===== config.mk =====
export PLATFORM = sky130hd
export DESIGN_NAME = if_id_decode
export DESIGN_NICKNAME = d
export VERILOG_FILES = /design/src/rtl/if_id_decode.sv
export SDC_FILE = /design/constraint.sdc
export NUM_CORES = 1
export LEC_CHECK = 0
export ABC_AREA = 1
export BUFFER_PORTS_ARGS = -buffer_cell sky130_fd_sc_hd__buf_4
export CORE_MARGIN = 3
export CORE_UTILIZATION = 30
export DETAILED_ROUTE_END_ITERATION = 7
export MAX_ROUTING_LAYER = met4
export PLACE_DENSITY_LB_ADDON = 0.3
export SYNTH_ARGS = -nofsm -noshare
export SYNTH_HDL_FRONTEND = slang
export SYNTH_SLANG_ARGS = --single-unit

===== constraint.sdc =====
create_clock -name clk -period 1.6 [get_ports clk]
set_input_delay 0.32 -clock clk [delete_from_list [all_inputs] [get_ports clk]]
set_output_delay 0.32 -clock clk [all_outputs]
set_load 0.02 [all_outputs]

===== src/rtl/if_id_decode.sv =====
// rtl/if_id_decode.sv - IF/ID stage: 2-entry skid buffer holding decoded instruction fields.
// Optional DECODE_PERF_EN adds saturating stall_cnt/flush_cnt outputs.
module if_id_decode #(
    parameter int PC_W = 32
) (
    input  logic            clk,
    input  logic            rst,
    input  logic            in_valid,
    output logic            in_ready,
    input  logic [31:0]     in_instr,
    input  logic [PC_W-1:0] in_pc,
    input  logic            flush,
    output logic            out_valid,
    input  logic            out_ready,
    output logic [PC_W-1:0] out_pc,
    output logic [18:0]     imm_1,
    output logic [22:0]     imm_2,
    output logic [1:0]      imm_ctrl,
    output logic [3:0]      rd,
    output logic [3:0]      rn,
    output logic [3:0]      rm,
    output logic [1:0]      op_class
`ifdef DECODE_PERF_EN
    ,
    output logic [15:0]     stall_cnt,
    output logic [15:0]     flush_cnt
`endif
);

    localparam logic [1:0] ST_EMPTY = 2'd0;
    localparam logic [1:0] ST_ONE   = 2'd1;
    localparam logic [1:0] ST_TWO   = 2'd2;

    localparam int ENT_W = PC_W + 19 + 23 + 2 + 12 + 2;

    // Each entry is stored already decoded so the outputs are straight flop reads.
    function automatic logic [ENT_W-1:0] decode(input logic [31:0] instr, input logic [PC_W-1:0] pc);
        logic [1:0] ctrl;
        case (instr[31:30])
            2'b00:   ctrl = instr[29] ? 2'b00 : 2'b11;
            2'b01:   ctrl = 2'b01;
            2'b10:   ctrl = 2'b10;
            default: ctrl = 2'b11;
        endcase
        return {pc, instr[18:0], instr[22:0], ctrl, instr[27:24], instr[23:20], instr[19:16], instr[31:30]};
    endfunction

    logic [1:0]       state_q, state_d;
    logic [ENT_W-1:0] head_q, head_d;
    logic [ENT_W-1:0] tail_q, tail_d;
    logic             in_ready_q, in_ready_d;
    logic             out_valid_q, out_valid_d;
    logic [ENT_W-1:0] new_entry;
    logic             in_xfer;
    logic             out_xfer;

    always_comb begin
        new_entry = decode(in_instr, in_pc);
        in_xfer   = in_valid && in_ready_q;
        out_xfer  = out_valid_q && out_ready;
        state_d   = state_q;
        head_d    = head_q;
        tail_d    = tail_q;
        if (flush) begin
            state_d = ST_EMPTY;
        end else begin
            case (state_q)
                ST_EMPTY: begin
                    if (in_xfer) begin
                        state_d = ST_ONE;
                        head_d  = new_entry;
                    end
                end
                ST_ONE: begin
                    if (in_xfer && out_xfer) begin
                        head_d = new_entry;
                    end else if (in_xfer) begin
                        state_d = ST_TWO;
                        tail_d  = new_entry;
                    end else if (out_xfer) begin
                        state_d = ST_EMPTY;
                    end
                end
                ST_TWO: begin
                    if (out_xfer) begin
                        state_d = ST_ONE;
                        head_d  = tail_q;
                    end
                end
                default: state_d = ST_EMPTY;
            endcase
        end
        in_ready_d  = (state_d != ST_TWO);
        out_valid_d = (state_d != ST_EMPTY);
    end

    always_ff @(posedge clk) begin
        if (rst) begin
            state_q     <= ST_EMPTY;
            head_q      <= '0;
            tail_q      <= '0;
            in_ready_q  <= 1'b1;
            out_valid_q <= 1'b0;
        end else begin
            state_q     <= state_d;
            head_q      <= head_d;
            tail_q      <= tail_d;
            in_ready_q  <= in_ready_d;
            out_valid_q <= out_valid_d;
        end
    end

    assign in_ready  = in_ready_q;
    assign out_valid = out_valid_q;
    assign {out_pc, imm_1, imm_2, imm_ctrl, rd, rn, rm, op_class} = head_q;

`ifdef DECODE_PERF_EN
    logic [15:0] stall_cnt_q, stall_cnt_d;
    logic [15:0] flush_cnt_q, flush_cnt_d;

    always_comb begin
        stall_cnt_d = stall_cnt_q;
        flush_cnt_d = flush_cnt_q;
        if (in_valid && !in_ready_q && stall_cnt_q != 16'hFFFF) begin
            stall_cnt_d = stall_cnt_q + 16'd1;
        end
        if (flush && state_q != ST_EMPTY && flush_cnt_q != 16'hFFFF) begin
            flush_cnt_d = flush_cnt_q + 16'd1;
        end
    end

    always_ff @(posedge clk) begin
        if (rst) begin
            stall_cnt_q <= 16'd0;
            flush_cnt_q <= 16'd0;
        end else begin
            stall_cnt_q <= stall_cnt_d;
            flush_cnt_q <= flush_cnt_d;
        end
    end

    assign stall_cnt = stall_cnt_q;
    assign flush_cnt = flush_cnt_q;
`endif

endmodule

; Yosys cells after proc, flatten, opt, wreduce, memory -nomap -nowiden
; Cells that the tools add are included.
[totals]
register_bits = 184
input_bits = 69
elab_cells = 37
[op_classes]
n_eq_ne = 8
n_mux = 13
bitwise_logic = 2
n_reduce_logical = 9
[op_table]
columns = operator, count
row1 = 90-bit two-way mux, 3
row2 = 90-bit case mux with 3 select lines, 1
row3 = 2-bit two-way mux, 7
row4 = 2-bit case mux with 3 select lines, 2
row5 = "2-bit inequality test, second input constant", 4
row6 = 5-bit AND reduction, 1
row7 = "2-bit by 1-bit equality test with 1-bit output, second input constant", 2
row8 = "2-bit equality test, second input constant", 2
row9 = 2-bit logical NOT, 2
row10 = 4-bit AND reduction, 1
row11 = 1-bit logical AND, 3
row12 = 3-bit nonzero test, 1
row13 = 1-bit NOT, 2
row14 = 2-bit nonzero test, 1

; Logic depth before layout (Yosys ltp)
; Gate-level depths: netlist (run 1).
[depth]
depth_word = 7
depth_mapped = 8
ltp_nobuf = 7

; Least setup slack after synthesis (run 1)
; OpenSTA, ideal clock, no wires.
[synth_timing]
path_kind = flip-flop to flip-flop
startpoint = register in_ready_q (netlist: in_ready)
endpoint = register tail_q[10]
setup_ps = 113
arrival_time_ps = 1190
required_ps = 1487
slack_ps = 296
stages_incl_launch_ff = 8
n_path_buf = 2
synth_period_minus_slack_ps = 1304
path_cell_list = dfxtp_1 > nand2_1 > nor2_1 > nand2_1 > buf_2 > buf_2 > o21ai_1 > nor2_1
[synth_between]
elab_chain_cells = 4
[synth_lines]
columns = element, line_no
row1 = start: declaration, 51  ; logic in_ready_q, in_ready_d;
row2 = start signal: assignment, 108  ; in_ready_q <= in_ready_d;
row3 = 1-bit logical AND *, 59  ; in_xfer = in_valid && in_ready_q;
row4 = 1-bit logical AND, 75  ; if (in_xfer && out_xfer) begin
row5 = 1-bit NOT (no source line), --
row6 = 4-bit AND reduction (no source line) *, --
row7 = end signal: assignment, 107  ; tail_q <= tail_d;
row8 = end: declaration, 50  ; logic [ENT_W-1:0] tail_q, tail_d;
; Every way passes the cells marked *; elsewhere a longest branch is shown, timed or not.
; A chain may end at the register's enable or synchronous reset.

; Worst setup path after layout (run 1)
[layout_timing]
startpoint = register state_q[1]
endpoint = register head_q[51]
[layout_between]
elab_chain_cells = 3
elab_cells_between_ends = 9
[layout_lines]
columns = element, line_no
row1 = start: declaration, 48  ; logic [1:0] state_q, state_d;
row2 = start signal: assignment, 105  ; state_q <= state_d;
row3 = "2-bit by 1-bit equality test with 1-bit output, or another cell as far along", 67  ; case (state_q)
row4 = 2-bit inequality test (no source line) or 3-bit nonzero test (tied branches), --
row5 = 5-bit AND reduction (no source line), --
row6 = end signal: assignment, 100  ; head_q <= '0;
row7 = end signal: assignment, 106  ; head_q <= head_d;
row8 = end: declaration, 49  ; logic [ENT_W-1:0] head_q, head_d;
; Parallel ways exist; a longest one is shown, timed or not.

==> results.txt, run 1 <==
The flow ran to the end, and the final reports show no timing, DRC or antenna violations. The clock share of power came out at around 45%. The number of flip-flops and latches in the synthesized netlist came out at 132.

The gate count after technology mapping is roughly 940. The final routed wire length divided by cell count is 11.3 um. The distinct cell type count after synthesis is 15. Once layout is complete, the cells apart from fillers number 1,330. By startpoint and endpoint, the worst setup path is classified as flop to flop. The pre-antenna-repair detailed-routing pass consisted of 4 iterations. The floorplan has 50 rows. The final layout contains routed wiring with a total length of about 15 mm.

TritonCTS built the clock tree. Registers take approximately 2600 um2. The count of pins over their slew limit is 0. The number of antenna violations at the first check in global routing came out at 0. Summed over all instances, the cell type with the most area after synthesis is sky130_fd_sc_hd__dfxtp_1. The minimum clock period is 1.35 ns. Max-cap violations in this run came to 0. The number of filler cells placed in the layout came out at slightly above 2,000. Summing the sequential cell areas from Yosys gives between 40% and 50% of the chip area.

After synthesis, the mean cell area works out to 6.29 um2. The routed wire length on met2 is roughly 6.5 mm. The slew at the pin closest to its max-slew limit is approximately 0.35 ns. The fraction of synthesized cell area taken by the top area cell type is between 40 and 50%.

The endpoint of the worst register-to-register path is head_q[51]. The post-route netlist has between 10% and 20% of its cells at a drive strength greater than 1. The combinational share of power came out at 14.7%.

The overall global routing resource usage is 14.8%. The internal portion of the total power is 6590 uW. Summing all multi-input logic gate instances after layout gives about 2600 um2. The number of buffers added on ports is between 150 and 200.

After clock tree synthesis, the clock-pin slew on the worst setup and hold paths is 0.06 ns. The synthesis-to-layout area growth came out at 33.1%. The final design utilization came out at approximately two fifths. The uppermost metal layer occupied by signal nets is met4. Setup violations remaining at the end of the flow were counted as 0. The die area came out at 21,500 um2. The top achievable clock speed came out at ~740 MHz.

The tightest slew margin relative to the limit came out at 76.4%. The clock latency of the later-clocked register in the worst-skew pair came out at between 0.4 and 0.5 ns. The worst hold path belongs to the class input pin to flop. The mapped netlist covers ~5900 um2.

The die extent in x came out at 147 um. The final route contains 5,453 vias. The pin count of the biggest net entering global routing is 56. From bottom edge to top edge, the die measures between 100 and 150 um. The number of buffers inserted to repair setup after CTS came out at 0.

The fraction of the cycle the final worst path needs is a little over four fifths. The worst hold path stage count is 3. The required time of the critical path came out at roughly 1.9 ns. The length of routed met3 wiring is about 830 um.

Of the total power, the share spent switching nets is about a quarter. The first-pass GRT wire length came out at approximately 25 mm. The switching component of the power came out at between 2000 and 2500 uW. The final hold violation count came to 0.

For the final database, setup skew stands at roughly 0.012 ns. The leakage component of the power is a little over 0.004 uW. The count of nets left with antenna violations after detail routing came out at 0. For this design the ratio of total power to cell area is 1120 nW/um2. The number of cells on the worst reg-to-reg path came out at 8. The H-tree depth came out at 4. STA classifies the critical path startpoint as a flop. The count of yosys warnings during synthesis came out at 0.

After detailed routing, the wire length on met1 is approximately 7.5 mm. After synthesis, the cell types taking the most area are sky130_fd_sc_hd__dfxtp_1 45%, sky130_fd_sc_hd__nand2_1 21%, sky130_fd_sc_hd__nor2_1 16%. TritonCTS created 17 clock buffers. The number of antenna cells inserted came out at 0.

The hold buffer count at cts came out at 0. The placed cell area is approximately 7300 um2. The detailed router finished its first iteration with around 230 violations. Detailed placement finished with a half-perimeter wire length of around 9.7 mm. The number of cells after detailed placement is approximately 1,300.

The via count of the first global-routing pass is 5,195. The critical-path maximum fanout came out at 27. The arrival time at the worst endpoint is between 1.5 and 2 ns. The count of pins on the block boundary came out at approximately 160. The sum of negative setup slack is 0 ns. The per-cell via count in the routed design is 4.10. The number of nets produced by synthesis came out at just over 1,000. The number of buffers on the longest clock path came out at 2. The startpoint identified for the worst register-to-register timing path is state_q[1]. The clock drives roughly 130 sinks. The weighted congestion at the end of routability-driven global placement is approximately 0.73.

IR analysis of the VDD net gives a maximum drop of slightly below 0.0007 V. In this run the clock root is driven by a sky130_fd_sc_hd__clkbuf_16. The core footprint came out at roughly 19,000 um2. The number of design rule violations left after detail routing is 0.

The worst hold path begins at in_pc[16]. The tightest hold path in the finished design has a slack of roughly 0.16 ns. After routing the design area is 7890 um2. The total number of nets in the final design is between 1,000 and 1,500.

The post-cts resize count came out at 0. Registers are responsible for roughly 40% of the overall power. The kind of end point of the critical path is a flop. The initial core utilization came out at a little under a third. Setup repair after global routing left no endpoint under its margin. For flop-to-flop paths, the worst setup slack is 0.25 ns. The global-route congestion overflow total is 0. For hold timing, the worst endpoint is tail_q[74].
==> cells by family after synthesis <==
| family | after synthesis | share of synthesized area, % |
|---|---|---|
| and+or+nand+nor | 589 | 37.4 |
| buffers and inverters | 151 | 12.0 |
| DFF | 132 | 44.6 |
| AOI/OAI and AO/OA | 70 | 6.04 |
==> per-stage QoR <==
step / setup slack [ns] / total power, uW
floorplan: 0.296 / 4430
global placement: 0.229 / 4940
detailed placement: 0.199 / 4950
CTS: 0.233 / 8980
global route: 0.0510 / 9290
finish: 0.253 / 8830
==> critical path: stages (launching register included) <==
cell and delay [ns]:
sky130_fd_sc_hd__dfxtp_1 0.36, sky130_fd_sc_hd__inv_2 0.07, sky130_fd_sc_hd__nor2_4 0.14, sky130_fd_sc_hd__inv_2 0.18
sky130_fd_sc_hd__buf_12 0.22, sky130_fd_sc_hd__nand2_1 0.07, sky130_fd_sc_hd__nand2_1 0.05, sky130_fd_sc_hd__nor2_1 0.09
sky130_fd_sc_hd__nor2_1 0.05
==> power groups by stage <==
stage               registers, uW  clock network (uW)  logic, uW
floorplan                    3780                   0        655
global placement             3630                   0       1310
detailed placement           3630                   0       1310
CTS                          3560                4100       1320
global route                 3590                4250       1460
finish                       3560                3970       1300
==> layout by cell type (no fill, tap or decap) <==
master | Yosys | layout
sky130_fd_sc_hd__nand2_1 | 329 | 328
sky130_fd_sc_hd__nor2_1 | 258 | 258
sky130_fd_sc_hd__buf_4 | 27 | 167
sky130_fd_sc_hd__dfxtp_1 | 132 | 132
sky130_fd_sc_hd__inv_1 | 68 | 67
sky130_fd_sc_hd__o21ai_1 | 61 | 61
sky130_fd_sc_hd__clkbuf_16 | 0 | 17
sky130_fd_sc_hd__buf_12 | 0 | 10
sky130_fd_sc_hd__o21ai_0 | 4 | 4
sky130_fd_sc_hd__inv_2 | 3 | 3
sky130_fd_sc_hd__clkbuf_8 | 0 | 3
sky130_fd_sc_hd__bufinv_16 | 0 | 3
sky130_fd_sc_hd__clkbuf_1 | 20 | 3
sky130_fd_sc_hd__a21oi_1 | 2 | 2
sky130_fd_sc_hd__o21bai_1 | 2 | 2
sky130_fd_sc_hd__clkinv_4 | 0 | 2
sky130_fd_sc_hd__clkinv_2 | 0 | 2
sky130_fd_sc_hd__nor2_4 | 0 | 1
sky130_fd_sc_hd__nand3_4 | 0 | 1
sky130_fd_sc_hd__inv_4 | 0 | 1
sky130_fd_sc_hd__nand2_2 | 0 | 1
sky130_fd_sc_hd__o211ai_1 | 1 | 1
sky130_fd_sc_hd__clkinvlp_4 | 0 | 1
==> sequential cells by signal, indices dropped and copies added, names as in the netlist <==
name       count
tail_q        64
out_valid      1
in_ready       1
head_q        64
state_q        2
==> synth_stat cells <==
library cell / number
sky130_fd_sc_hd__a21oi_1: 2
sky130_fd_sc_hd__buf_2: 33
sky130_fd_sc_hd__inv_2: 3
sky130_fd_sc_hd__dfxtp_1: 132
sky130_fd_sc_hd__o21bai_1: 2
sky130_fd_sc_hd__o21ai_1: 61
sky130_fd_sc_hd__nand3_1: 1
sky130_fd_sc_hd__o21ai_0: 4
sky130_fd_sc_hd__nor2_2: 1
sky130_fd_sc_hd__nand2_1: 329
sky130_fd_sc_hd__buf_4: 27
sky130_fd_sc_hd__nor2_1: 258
sky130_fd_sc_hd__o211ai_1: 1
sky130_fd_sc_hd__clkbuf_1: 20
sky130_fd_sc_hd__inv_1: 68
==> cell type report <==
class / count / area share (%)
Tap cell: 260 / 4.13
Clock inverter: 8 / 1.59
Sequential cell: 132 / 33.5
Multi-Input combinational cell: 659 / 32.9
Timing Repair Buffer: 177 / 18.4
Clock buffer: 23 / 6.06
Inverter: 71 / 3.41
==> per-layer routing <==
metal  GRT usage, %  up-vias
met2           23.5      115
met1           18.6     2319
li1               -     3007
met5              -        -
met4           4.33        0
met3           3.72       12
==> how the worst max path moves through the flow <==
stage,from,end,slack [ns],cells after the start
finish,state_q[1],head_q[51],0.25,8
global route,state_q[0],tail_q[9],0.05,6
CTS,state_q[0],tail_q[14],0.23,7
detailed placement,flush,tail_q[83],0.20,7
global placement,in_valid,out_valid,0.23,8
floorplan,in_ready,tail_q[10],0.30,7
No activity file was read; power rests on OpenSTA's default activity.
==> inputs of run 2 (changes only) <==
==> constraint.sdc (replaced) <==
create_clock -name clk -period 1.3 [get_ports clk]
set_input_delay 0.26 -clock clk [delete_from_list [all_inputs] [get_ports clk]]
set_output_delay 0.26 -clock clk [all_outputs]
set_load 0.02 [all_outputs]
==> run 2 against run 1 <==
Net effect:
- the flow now finishes with violations (negative setup slack)
- via count increased by 4.9%
- clock power increased by 21%
- flip-flop and latch count unchanged
- clock skew decreased by 0.0025 ns
- critical path depth increased by 1
- wire length increased by 16%
- global-route usage increased by 0.47 points
- fmax increased by 1.5%
- register-to-register slack got worse by 0.28 ns
- non-clock buffer count increased by 24
- critical path type unchanged
- largest cell class is now multi-input combinational cells
- largest power group unchanged
==> results.txt, run 2 (synthesis gave the netlist of run 1 again) <==
Status: finished, violations left (was finished clean). The checks that failed: negative setup slack. The overall global routing resource usage is 15.2% (was 14.8%).

The clock latency of the later-clocked register in the worst-skew pair is 0.41 ns (about the same). The reported max-cap violation count came out at 0 (unchanged). The final design area excluding fillers is 8450 um2 (was 7890 um2). The count of pins over their slew limit is 0 (unchanged). The number of buffers added by the clock tree synthesis step came out at 17 (unchanged).

The number of antenna cells inserted came out at 0 (unchanged). The hold buffer count at cts came to 0 (unchanged). The number of buffers added on ports was 159 (unchanged).

The final hold violation count came to 0 (unchanged). CP Cell Sequence: inv_4 > nor2_4 > buf_12 > inv_12 > clkbuf_16 > nand2_1 > nand2_1 > nor2_1 > nor2_1 (was inv_2 > nor2_4 > inv_2 > buf_12 > nand2_1 > nand2_1 > nor2_1 > nor2_1). Leading cell types in the layout, fill and taps excluded: 306 x sky130_fd_sc_hd__nand2_1, 254 x sky130_fd_sc_hd__nor2_1, 167 x sky130_fd_sc_hd__buf_4 (was 328 x sky130_fd_sc_hd__nand2_1, 258 x sky130_fd_sc_hd__nor2_1, 167 x sky130_fd_sc_hd__buf_4).

The share of total power consumed by net switching was 25.4% (about the same). The routed wire length on met2 came out at 7.79 mm (was 6.49 mm). The required time of the critical path is 1.59 ns (was 1.90 ns).

The total number of nets in the final design was 1,151 (was 1,127). The top achievable clock speed is 754 MHz (was 743 MHz). The kind of cell adding the most delay to the critical path is simple AND/OR/NAND/NOR gates (was buffers and inverters). The number of DRC violations after detailed-routing iteration 0 is 199 (was 229). The first-pass GRT wire length is 26.3 mm (was 25.4 mm). The initial core utilization is 31.0% (unchanged).

The length of routed met3 wiring came to 958 um (was 829 um). The minimum clock period is 1.33 ns (was 1.35 ns). The tightest slew margin relative to the limit is 78.4% (was 76.4%).

The number of buffers and inverters on the critical path was 4 (was 3). The H-tree depth came out at 4 (unchanged). The arrival time at the worst endpoint is 1.62 ns (was 1.65 ns). The critical path startpoint category is a flop (unchanged). The via count of the first global-routing pass is 5,330 (was 5,195). The global-route congestion overflow total came out at 0 (unchanged). The clock skew after layout came to 0.00918 ns (was 0.0117 ns).

The power share of the sequential group is 40.0% (was 40.3%). The setup violation total in the final timing report came out at 1 (was 0). The count of nets left with antenna violations after detail routing is 0 (unchanged). The leakage component of the power came out at 0.00425 uW (was 0.00404 uW).

The maximum resistive drop on vdd is 0.000867 V (was 0.000685 V). The fraction of final layout cells sized beyond drive strength 1 came to 24.6% (was 19.8%). The die extent in x is 147 um (unchanged).

The internal power is 8180 uW (was 6590 uW). The final HPWL from detailed placement is 10.0 mm (was 9.73 mm). The slew at the pin closest to its max-slew limit is 0.323 ns (was 0.353 ns). The fraction of the cycle the final worst path needs is 102% (was 84.2%). RSZ-0062 raised after global routing: yes (was no). The count of pins on the block boundary is 161 (unchanged). The switching component of the power came out at 2780 uW (was 2240 uW). The post-detailed-routing wire length came out at 17.4 mm (was 15.0 mm). The CTS tree is yes (unchanged).

The class of the most critical setup path is flop to flop (unchanged). The weighted congestion at the end of routability-driven global placement came out at 0.738 (was 0.734). The number of buffers on the longest clock path came out at 2 (unchanged). The die height was 147 um (unchanged). The pin count of the biggest net entering global routing came out at 41 (was 56). The core footprint is 19,100 um2 (unchanged). The setup slack at placement is -0.0900 ns (was 0.199 ns). The number of vias in the routed layout is 5,721 (was 5,453). The number of antenna violations at the first check in global routing came to 0 (unchanged).

The placed cell area is 7310 um2 (was 7280 um2). The maximum single-stage delay on the critical path was 0.38 ns (was 0.36 ns). The site row count came out at 50 (unchanged).

The clock share of power is 44.0% (was 45.0%). The critical-path maximum fanout was 11 (was 27). The CTS root buffer is sky130_fd_sc_hd__clkbuf_16 (unchanged). The cell with the biggest individual delay on the critical path is sky130_fd_sc_hd__dfxtp_4 (was sky130_fd_sc_hd__dfxtp_1). The number of design rule violations left after detail routing is 0 (unchanged). The synthesis-to-layout area growth was 42.7% (was 33.1%).

Biggest regs: head_q: 64 flops, tail_q: 64 flops, state_q: 2 flops (unchanged). The met1 layer wirelength in the final routing is 8.44 mm (was 7.51 mm). The die area is 21,500 um2 (unchanged). The type of the worst min-delay path is input pin to flop (unchanged). The final routed wire length divided by cell count came out at 12.9 um (was 11.3 um).

The per-cell via count in the routed design is 4.23 (was 4.10). The first-pass iteration count of the detailed router came to 4 (unchanged). The most frequent standard cell in the layout excluding fill and tap cells was sky130_fd_sc_hd__nand2_1 (unchanged). The number of sinks handled by clock tree synthesis came to 132 (unchanged). The combinational share of power came out at 15.9% (was 14.7%). The areal power density over the cells came to 1300 nW/um2 (was 1120 nW/um2).

The clock-pin slew reported for the worst setup and hold paths after clock tree synthesis is 0.06 ns (about the same). The kind of end point of the critical path is a flop (unchanged). The final setup slack of the worst path is -0.0263 ns (was 0.253 ns). The number of filler cells placed in the layout is 1,972 (was 2,031). The uppermost metal layer occupied by signal nets is met4 (unchanged).
==> run 2: changes by cell type in the layout (fill, tap and decap cells not counted), moves of 4 or more <==
cell,delta
sky130_fd_sc_hd__buf_12,+4
sky130_fd_sc_hd__nand2_2,+21
sky130_fd_sc_hd__clkbuf_16,+9
sky130_fd_sc_hd__nand2_1,-22
sky130_fd_sc_hd__nor2_1,-4
sky130_fd_sc_hd__dfxtp_1,-4
sky130_fd_sc_hd__buf_6,+8
==> run 2: worst reg2reg max path: stages (launching register included) <==
cell	delay [ns]
sky130_fd_sc_hd__dfxtp_4	0.38
sky130_fd_sc_hd__inv_4	0.05
sky130_fd_sc_hd__nor2_4	0.16
sky130_fd_sc_hd__buf_12	0.14
sky130_fd_sc_hd__inv_12	0.06
sky130_fd_sc_hd__clkbuf_16	0.17
sky130_fd_sc_hd__nand2_1	0.06
sky130_fd_sc_hd__nand2_1	0.04
sky130_fd_sc_hd__nor2_1	0.10
sky130_fd_sc_hd__nor2_1	0.06
==> run 2: repair_timing <==
item | 4_1_cts | 5_1_grt
buffers inserted | 0 | 6
endpoints found under the setup margin | 125 | 128
gates cloned | 1 | 13
pin swaps | 2 | 73
gates resized for setup | 14 | 51
==> run 2: area by class of cell <==
cell class / count / area, um2 / area share [%]
flip-flops and latches: 132 / 2650 / 31.4
clock buffers: 24 / 482 / 5.70
clock inverters: 5 / 100 / 1.18
repair buffers: 201 / 1910 / 22.6
multi-input cells: 659 / 2700 / 31.9
well taps: 260 / 325 / 3.85
inverters: 71 / 290 / 3.43
==> run 2: path summary, 6_finish.rpt <==
path         slack [ns]          to  cells after the start  startpoint
max               -0.03  head_q[38]                      9  state_q[1]
min                 0.1  tail_q[72]                      3   in_pc[14]
max reg2reg       -0.03  head_q[38]                      9  state_q[1]
min reg2reg        0.48  tail_q[52]                      2  tail_q[52]
==> run 2: power groups by stage <==
stage	registers (uW)	logic, uW	clock network, uW
5_1_grt	4410	1950	5150
6_report	4390	1750	4820
2_1_floorplan	4650	806	0
3_3_place_gp	4470	1610	0
3_5_place_dp	4470	1620	0
4_1_cts	4390	1640	4980
==> run 2: layer usage <==
layer | up-vias | global-route usage (%)
met3 | 15 | 4.72
met5 | - | -
li1 | 3053 | -
met2 | 133 | 23.6
met4 | 0 | 4.47
met1 | 2520 | 19.2
==> run 2: through the flow <==
step | power [uW] | hold slack [ns] | utilization, % | std cells | setup TNS, ns
floorplan | 5450 | 0.409 | - | 942 | 0
global placement | 6080 | 0.462 | 38.3 | 1304 | -1.53
detailed placement | 6090 | 0.471 | 38.3 | 1304 | -4.49
CTS | 11000 | 0.0764 | 41.7 | 1334 | -0.0128
global route | 11500 | 0.0789 | 44.3 | 1352 | -7.70
finish | 11000 | 0.0992 | 44.3 | 1352 | -0.0263
